### src/rtl/add_sub_seq.sv
// add_sub_seq: multi-cycle signed add/sub, one CHUNK_WIDTH slice per clock
// through a registered carry chain, with optional saturation and handshakes.
module add_sub_seq #(
   parameter int DATA_WIDTH  = 16,
   parameter int CHUNK_WIDTH = 4
) (
   input  logic                  clk,
   input  logic                  reset_n,
   input  logic                  in_valid,
   output logic                  in_ready,
   input  logic [DATA_WIDTH-1:0] A,
   input  logic [DATA_WIDTH-1:0] B,
   input  logic [3:0]            FuncCode,
   output logic                  out_valid,
   input  logic                  out_ready,
   output logic [DATA_WIDTH-1:0] C,
   output logic                  OverflowFlag,
   output logic                  CarryFlag
);

   localparam int NUM_CHUNKS = DATA_WIDTH / CHUNK_WIDTH;
   localparam int IDX_W = (NUM_CHUNKS > 1) ? $clog2(NUM_CHUNKS) : 1;
   localparam logic [IDX_W-1:0] LAST_IDX = IDX_W'(NUM_CHUNKS - 1);
   localparam logic [DATA_WIDTH-1:0] CHUNK_MASK =
      DATA_WIDTH'({CHUNK_WIDTH{1'b1}});
   localparam logic [DATA_WIDTH-1:0] SAT_MAX =
      {1'b0, {(DATA_WIDTH-1){1'b1}}};
   localparam logic [DATA_WIDTH-1:0] SAT_MIN =
      {1'b1, {(DATA_WIDTH-1){1'b0}}};

   if ((DATA_WIDTH % CHUNK_WIDTH) != 0) begin : gBadWidth
      $error("DATA_WIDTH must be a multiple of CHUNK_WIDTH");
   end

   typedef enum logic [1:0] {IDLE, BUSY, DONE} state_t;

   state_t state, stateNext;

   logic [DATA_WIDTH-1:0]  aReg;
   logic [DATA_WIDTH-1:0]  bOp;
   logic                   carry;
   logic                   aMsb;
   logic                   bMsb;
   logic [3:0]             func;
   logic [IDX_W-1:0]       idx;

   logic                   accept;
   logic                   lastChunk;
   logic                   validOp;
   logic                   subOp;
   logic                   satOp;
   logic                   rawOvf;
   int unsigned            shift;
   logic [CHUNK_WIDTH-1:0] aChunk;
   logic [CHUNK_WIDTH-1:0] bChunk;
   logic [CHUNK_WIDTH:0]   chunkSum;
   logic [DATA_WIDTH-1:0]  raw;

   assign in_ready  = (state == IDLE);
   assign out_valid = (state == DONE);
   assign accept    = in_valid && (state == IDLE);
   assign lastChunk = (state == BUSY) && (idx == LAST_IDX);

   always_ff @(posedge clk or negedge reset_n) begin
      if (!reset_n) state <= IDLE;
      else          state <= stateNext;
   end

   always_comb begin
      stateNext = state;
      unique case (state)
         IDLE:    if (in_valid) stateNext = BUSY;
         BUSY:    if (lastChunk) stateNext = DONE;
         DONE:    if (out_ready) stateNext = IDLE;
         default: stateNext = IDLE;
      endcase
   end

   always_comb begin
      validOp = 1'b0;
      subOp   = 1'b0;
      satOp   = 1'b0;
      unique case (func)
         4'b0000: validOp = 1'b1;
         4'b0001: begin validOp = 1'b1; subOp = 1'b1; end
         4'b0010: begin validOp = 1'b1; satOp = 1'b1; end
         4'b0011: begin
            validOp = 1'b1;
            subOp   = 1'b1;
            satOp   = 1'b1;
         end
         default: validOp = 1'b0;
      endcase
   end

   // raw is C with the current slice merged in; on the last slice it is R
   always_comb begin
      shift    = 32'(idx) * CHUNK_WIDTH;
      aChunk   = CHUNK_WIDTH'(aReg >> shift);
      bChunk   = CHUNK_WIDTH'(bOp >> shift);
      chunkSum = {1'b0, aChunk} + {1'b0, bChunk}
               + (CHUNK_WIDTH+1)'(carry);
      raw      = (C & ~(CHUNK_MASK << shift))
               | (DATA_WIDTH'(chunkSum[CHUNK_WIDTH-1:0]) << shift);
      if (subOp)
         rawOvf = (aMsb != bMsb) && (raw[DATA_WIDTH-1] != aMsb);
      else
         rawOvf = (aMsb == bMsb) && (raw[DATA_WIDTH-1] != aMsb);
   end

   always_ff @(posedge clk or negedge reset_n) begin
      if (!reset_n) begin
         aReg         <= '0;
         bOp          <= '0;
         carry        <= 1'b0;
         aMsb         <= 1'b0;
         bMsb         <= 1'b0;
         func         <= '0;
         idx          <= '0;
         C            <= '0;
         OverflowFlag <= 1'b0;
         CarryFlag    <= 1'b0;
      end else if (accept) begin
         aReg  <= A;
         bOp   <= FuncCode[0] ? ~B : B;
         carry <= FuncCode[0];
         func  <= FuncCode;
         aMsb  <= A[DATA_WIDTH-1];
         bMsb  <= B[DATA_WIDTH-1];
         idx   <= '0;
      end else if (state == BUSY) begin
         carry <= chunkSum[CHUNK_WIDTH];
         idx   <= idx + 1'b1;
         if (!lastChunk) begin
            C <= raw;
         end else if (!validOp) begin
            C            <= '0;
            OverflowFlag <= 1'b0;
            CarryFlag    <= 1'b0;
         end else begin
            OverflowFlag <= rawOvf;
            CarryFlag    <= chunkSum[CHUNK_WIDTH];
            if (satOp && rawOvf) C <= aMsb ? SAT_MIN : SAT_MAX;
            else                 C <= raw;
         end
      end
   end

endmodule

### config.mk
export PLATFORM = sky130hd
export DESIGN_NAME = add_sub_seq
export DESIGN_NICKNAME = d
export VERILOG_FILES = /design/src/rtl/add_sub_seq.sv
export SDC_FILE = /design/constraint.sdc
export NUM_CORES = 1
export LEC_CHECK = 0
export ABC_AREA = 1
export CELL_PAD_IN_SITES_DETAIL_PLACEMENT = 1
export CELL_PAD_IN_SITES_GLOBAL_PLACEMENT = 2
export CORE_ASPECT_RATIO = 1.1
export CORE_MARGIN = 2
export CORE_UTILIZATION = 33
export DETAILED_ROUTE_END_ITERATION = 12
export PLACE_DENSITY_LB_ADDON = 0.3
export SETUP_SLACK_MARGIN = 0.02
export SYNTH_ARGS = -nofsm -noshare
export SYNTH_HDL_FRONTEND = slang
export SYNTH_SLANG_ARGS = --single-unit
### constraint.sdc
create_clock -name clk -period 5.55 [get_ports clk]
set_input_delay 0.8325 -clock clk [delete_from_list [all_inputs] [get_ports clk]]
set_output_delay 0.8325 -clock clk [all_outputs]
set_load 0.005 [all_outputs]
# Yosys cells after proc, flatten, opt, wreduce, memory -nomap -nowiden

Index checks and enable logic that the tools add are counted.

Bits in registers: 61
Output and inout port bits: 20

Add/subtract/negate cells: 3
Multiplexer cells: 19
Reductions and logical operators: 14
Bitwise operators: 5
Equal/unequal tests: 12
Shift operators: 4

Operator list:

| cell                                                                | number |
|---|---|
| 16-bit two-way mux                                                  | 5 |
| 16-bit inverter                                                     | 2 |
| 16-bit by 4-bit >> shifter with 4-bit output                        | 2 |
| 16-bit bitwise AND                                                  | 1 |
| 16-bit OR                                                           | 1 |
| 4-bit by 4-bit << shifter with 16-bit output                        | 1 |
| 4-bit by 4-bit << shifter with 16-bit output (first input constant) | 1 |
| 2-bit two-way mux                                                   | 5 |
| 4-bit by 2-bit == test with 1-bit output (second input constant)    | 2 |
| 1-bit two-way mux                                                   | 8 |
| 2-bit one-hot mux with 3 select lines                               | 1 |
| 3-bit AND reduction                                                 | 2 |
| 4-bit by 4-bit adder with 5-bit output                              | 1 |
| 5-bit by 1-bit adder with 5-bit output                              | 1 |
| 1-bit logical AND                                                   | 5 |
| 2-bit == test (second input constant)                               | 2 |
| 4-bit by 1-bit == test with 1-bit output (second input constant)    | 1 |
| 4-bit zero test                                                     | 1 |
| 2-bit != test (second input constant)                               | 2 |
| 2-bit OR reduction                                                  | 2 |
| 4-bit OR reduction                                                  | 1 |
| 2-bit by 1-bit adder with 2-bit output (second input constant)      | 1 |
| 2-bit by 1-bit == test with 1-bit output (second input constant)    | 1 |
| 2-bit zero test                                                     | 1 |
| other kinds (6)                                                     | 7 |

# Logic depth before layout (Yosys ltp)

Word-level depth: 12
Mapped depth: 19

# Worst setup path after synthesis

No wires, ideal clock.

Kind: flip-flop to flip-flop
Start: register idx[0]
End: register C[2]
Data arrival time: 2786 ps
Setup slack: 2645 ps
Cell stages (with the launch flop): 17
Path buffers: 3
Period minus slack after synthesis: 2905 ps
Data required time: 5431 ps
Path through: dfrtp_1 > buf_2 > inv_1 > buf_2 > buf_2 > nor2_1 > o22ai_1 > fa_1 > inv_1 > fa_1 > or2_2 > nand2_1 > nor2_1 > a22oi_1 > nor2_1 > a21oi_1 > nand2_1

Longest elaborated chain between the ends: 12
Elaborated cells between the ends (all ways): 19

RTL lines:

| element                                                         | RTL line | RTL |
|---|---|---|
| start: declaration                                              | 45       | `logic [IDX_W-1:0] idx;` |
| start signal: assignment                                        | 133      | `idx <= idx + 1'b1;` |
| 16-bit by 4-bit >> shifter with 4-bit output (on tied branches) | 99, 100  |  |
| 4-bit by 4-bit adder with 5-bit output                          | 101      | `chunkSum = {1'b0, aChunk} + {1'b0, bChunk}` |
| 5-bit by 1-bit adder with 5-bit output                          | 102      | `+ (CHUNK_WIDTH+1)'(carry);` |
| 4-bit by 4-bit << shifter with 16-bit output                    | 104      | `\| (DATA_WIDTH'(chunkSum[CHUNK_WIDTH-1:0]) << shift);` |
| 16-bit OR                                                       | 104      |  |
| 1-bit != test                                                   | 106, 108 |  |
| 1-bit logical AND (on tied branches)                            | 108, 106 |  |
| 1-bit two-way mux                                               | 105      | `if (subOp)` |
| 1-bit logical AND                                               | 143      | `if (satOp && rawOvf) C <= aMsb ? SAT_MIN : SAT_MAX;` |
| 16-bit two-way mux                                              | 143      |  |
| 16-bit two-way mux                                              | 136      | `end else if (!validOp) begin` |
| 16-bit two-way mux *                                            | 134      | `if (!lastChunk) begin` |
| end signal: assignment                                          | 135      | `C <= raw;` |
| end signal: assignment                                          | 143      |  |
| end signal: assignment                                          | 144      | `else C <= raw;` |
| end: declaration                                                | 16       | `output logic [DATA_WIDTH-1:0] C,` |

Every way passes the cells marked *; elsewhere a longest branch is shown, timed or not.
A chain may end at the register's enable or synchronous reset.

# Worst setup path after layout

Start: register idx[0]
End: register C[0]

Same word-level chain as after synthesis.

==> out/metrics.cfg <==
[run_status]
status = finished, final reports clean

[layout]
final_area_mm2 = 0.004173
area_growth_pct = 23.70
layout.nets = 533
drive_gt1_share_pct = 6.544
antennaDiodeCount = 0

[setup_path]
arrival_ns = 4.05
rrSetupSlack_ns = 1.73
criticalPathCategory = flip-flop to flip-flop
cp.required_ns = 5.78
r2r-start = idx[0]$_DFFE_PN0P_
cp-endpoint = C[0]$_DFFE_PN0P_
start_kind = flip-flop
reg2reg_depth = 14
end_kind = flip-flop
r2r_end = C[0]$_DFFE_PN0P_
crit_start = idx[0]$_DFFE_PN0P_
cp_max_fo = 28

[global_routing]
grt_pass1_vias = 3079
grt_overflow_total = 0
grt_pass1_wl_um = 15390
track_usage_pct = 17.97
grt_max_degree = 61
antenna_found_initial = 0

[hold_path]
hold_path.class = flip-flop to flip-flop
hold_depth = 2

[timing]
finalSetupViolations = 0
tightest_slew_ns = 0.8969
fmax_ghz = 0.2618
report.final.slew_viol_count = 0
rsz0062_at_grt = false
fin_ws_ns = 1.731
setup_tns_ns = 0
hold_viol = 0
period_needed_ns = 3.819
slew_headroom_pct = 40.21
clock_skew_ns = 0.01786
finalCritPeriodShare_pct = 68.82

[synthesis]
synthArstFlopShare_pct = 100.0
synth_cells = 434
synth.area.top_cells = dfrtp_1 45%, nand2_1 16%, o21ai_0 5.9%, xnor2_1 3.9%, nor2_1 3.7%
synth-main-ff-cell = dfrtp_1
synth.largest_area_cell = dfrtp_1
synth_cell_types = 33
synth_compound_area_share_pct = 13.43
synth_top_area_share_pct = 44.51
synth_edf_count = 0
synthesis.area_mm2 = 0.003373
ys_seq_area_share_pct = 44.51
synth_top_cells_by_count = 140 x nand2_1, 60 x dfrtp_1, 40 x o21ai_0
synth_fa_ha_area_share_pct = 3.783
syn_avg_cell_area_um2 = 7.772
yosys_warnings = 0
synth_mux_area_share_pct = 0
yosys.area_share.simple_pct = 27.11
synth_top_family_by_area = simple AND/OR/NAND/NOR gates
ys_seq_elements = 60
syn-num-nets = 483
synthXorXnorAreaFrac_pct = 3.895
yosysMostFrequentCell = nand2_1

[routing]
ant_nets = 0
drc = 0
wirelength_um = 9295
via_per_inst = 5.000
vias = 3045
firstDrtPassIters = 4
drt-initial-drc-count = 104
wl_per_cell_um = 15.26

[floorplan]
io_pins = 60
core_mm2 = 0.009889
row_count = 38
die_w_um = 100.4
die_y_um = 110.0
start_util_pct = 34.11
dieArea_mm2 = 0.01105

[clock_tree]
cts_buffers = 9
cts.repair.resized = 0
clk_latency_ns = 0.35
clock_sink_count = 60
clockBufferDepth = 2
clk_pin_slew_ns = 0.07
htree_levels = 3
cts_tree = built
post_cts_buffers = 0
ctsHoldBuffers = 0
cts-root-buf = clkbuf_8

[power_and_ir_drop]
cellLeakagePower_nw = 2.006
ir_drop_mv = 0.2023
p_per_area_mw_per_mm2 = 656.8

[place]
dp_hpwl_um = 6505
port_buffers = 59
pre_cts_ws_ns = 1.756
place_congestion = 0.8583
placed_cell_area_mm2 = 0.004010

[flow_run]
drv_cap = 0

-- stage by stage --
stage | std cells | hold slack, ns | utilization [%] | total power, W
after CTS | 609 | 0.4951 | 42.19 | 0.002777
final | 609 | 0.4886 | 42.19 | 0.002741
after global routing | 609 | 0.5074 | 42.19 | 0.003028
after detailed placement | 593 | 0.4785 | 40.55 | 0.002400
after global placement | 593 | 0.4704 | 40.55 | 0.002364
after floorplan | 434 | 0.4436 | - | 0.001910
-- cell type report --
class	count	area (um^2)
Clock buffer	14	152.6
Clock inverter	2	10.01
Fill cell	1228	5717
Inverter	35	131.4
Multi-Input combinational cell	317	1627
Sequential cell	60	1501
Tap cell	120	150.1
Timing Repair Buffer	61	600.6
-- sequential cells by signal, indices dropped and copies added, names as in the netlist --
signal / count
OverflowFlag: 1
bMsb: 1
C: 16
CarryFlag: 1
func: 4
idx: 2
aReg: 16
bOp: 16
state: 2
carry: 1
-- placed cells by master, fill, tap and decap left out, drive strengths merged, types with 2 or more instances in the layout --
| master | n |
|---|---|
| nand2 | 145 |
| dfrtp | 60 |
| clkdlybuf4s50 | 58 |
| o21ai | 40 |
| nor2 | 35 |
| inv | 33 |
| nand3 | 27 |
| a21oi | 19 |
| xnor2 | 15 |
| clkbuf | 14 |
| ha | 7 |
| o22ai | 6 |
| a32oi | 5 |
| a22oi | 5 |
| clkinv | 4 |
| o31ai | 3 |
| buf | 3 |
| nor3 | 2 |
| fa | 2 |
| nand4 | 2 |
-- per-layer routing --
| layer | track usage (%) | up-vias | routed length, um |
|---|---|---|---|
| li1 | - | 1502 | - |
| met1 | 22.09 | 1474 | 4180 |
| met4 | 4.501 | 0 | 116 |
| met5 | 0 | - | 0 |
| met3 | 3.972 | 11 | 280 |
| met2 | 32.02 | 58 | 4718 |
-- power by group --
| part | leakage, nW | switching [W] | internal [W] |
|---|---|---|---|
| clock network | 0.0844 | 0.000186 | 0.000174 |
| registers | 0.755 | 0.000192 | 0.000640 |
| logic | 1.17 | 0.000957 | 0.000592 |
| total | 2.01 | 0.00134 | 0.00141 |
-- critical path, stage by stage, from the launching register on --
cell and delay, ns:
dfrtp_1 0.93, inv_1 0.63, o21ai_0 0.31, o22ai_1 0.13, fa_1 0.45, nand2_1 0.08
nand2_1 0.06, nand3_2 0.07, nand2_2 0.09, nand3_4 0.08, nand2_2 0.11, inv_2 0.07
nand4_2 0.38, nand3_1 0.24, nand2_1 0.07
-- cell families after synthesis --
group | count (synthesis)
compound gates | 80
xor+xnor | 15
fa+ha+maj | 9
buf+inv | 57
flops | 60
simple gates | 213
-- worst min path at each step --
stage                               start  slack (ns)                    end
floorplan            aReg[10]$_DFFE_PN0P_        0.44   aReg[10]$_DFFE_PN0P_
global placement       bOp[0]$_DFFE_PN0P_        0.47     bOp[0]$_DFFE_PN0P_
detailed placement  CarryFlag$_DFFE_PN0P_        0.48  CarryFlag$_DFFE_PN0P_
CTS                    bOp[5]$_DFFE_PN0P_        0.50     bOp[5]$_DFFE_PN0P_
global route           bOp[0]$_DFFE_PN0P_        0.51     bOp[0]$_DFFE_PN0P_
finish                 bOp[5]$_DFFE_PN0P_        0.49     bOp[5]$_DFFE_PN0P_
No activity file was read; power rests on OpenSTA's default activity.
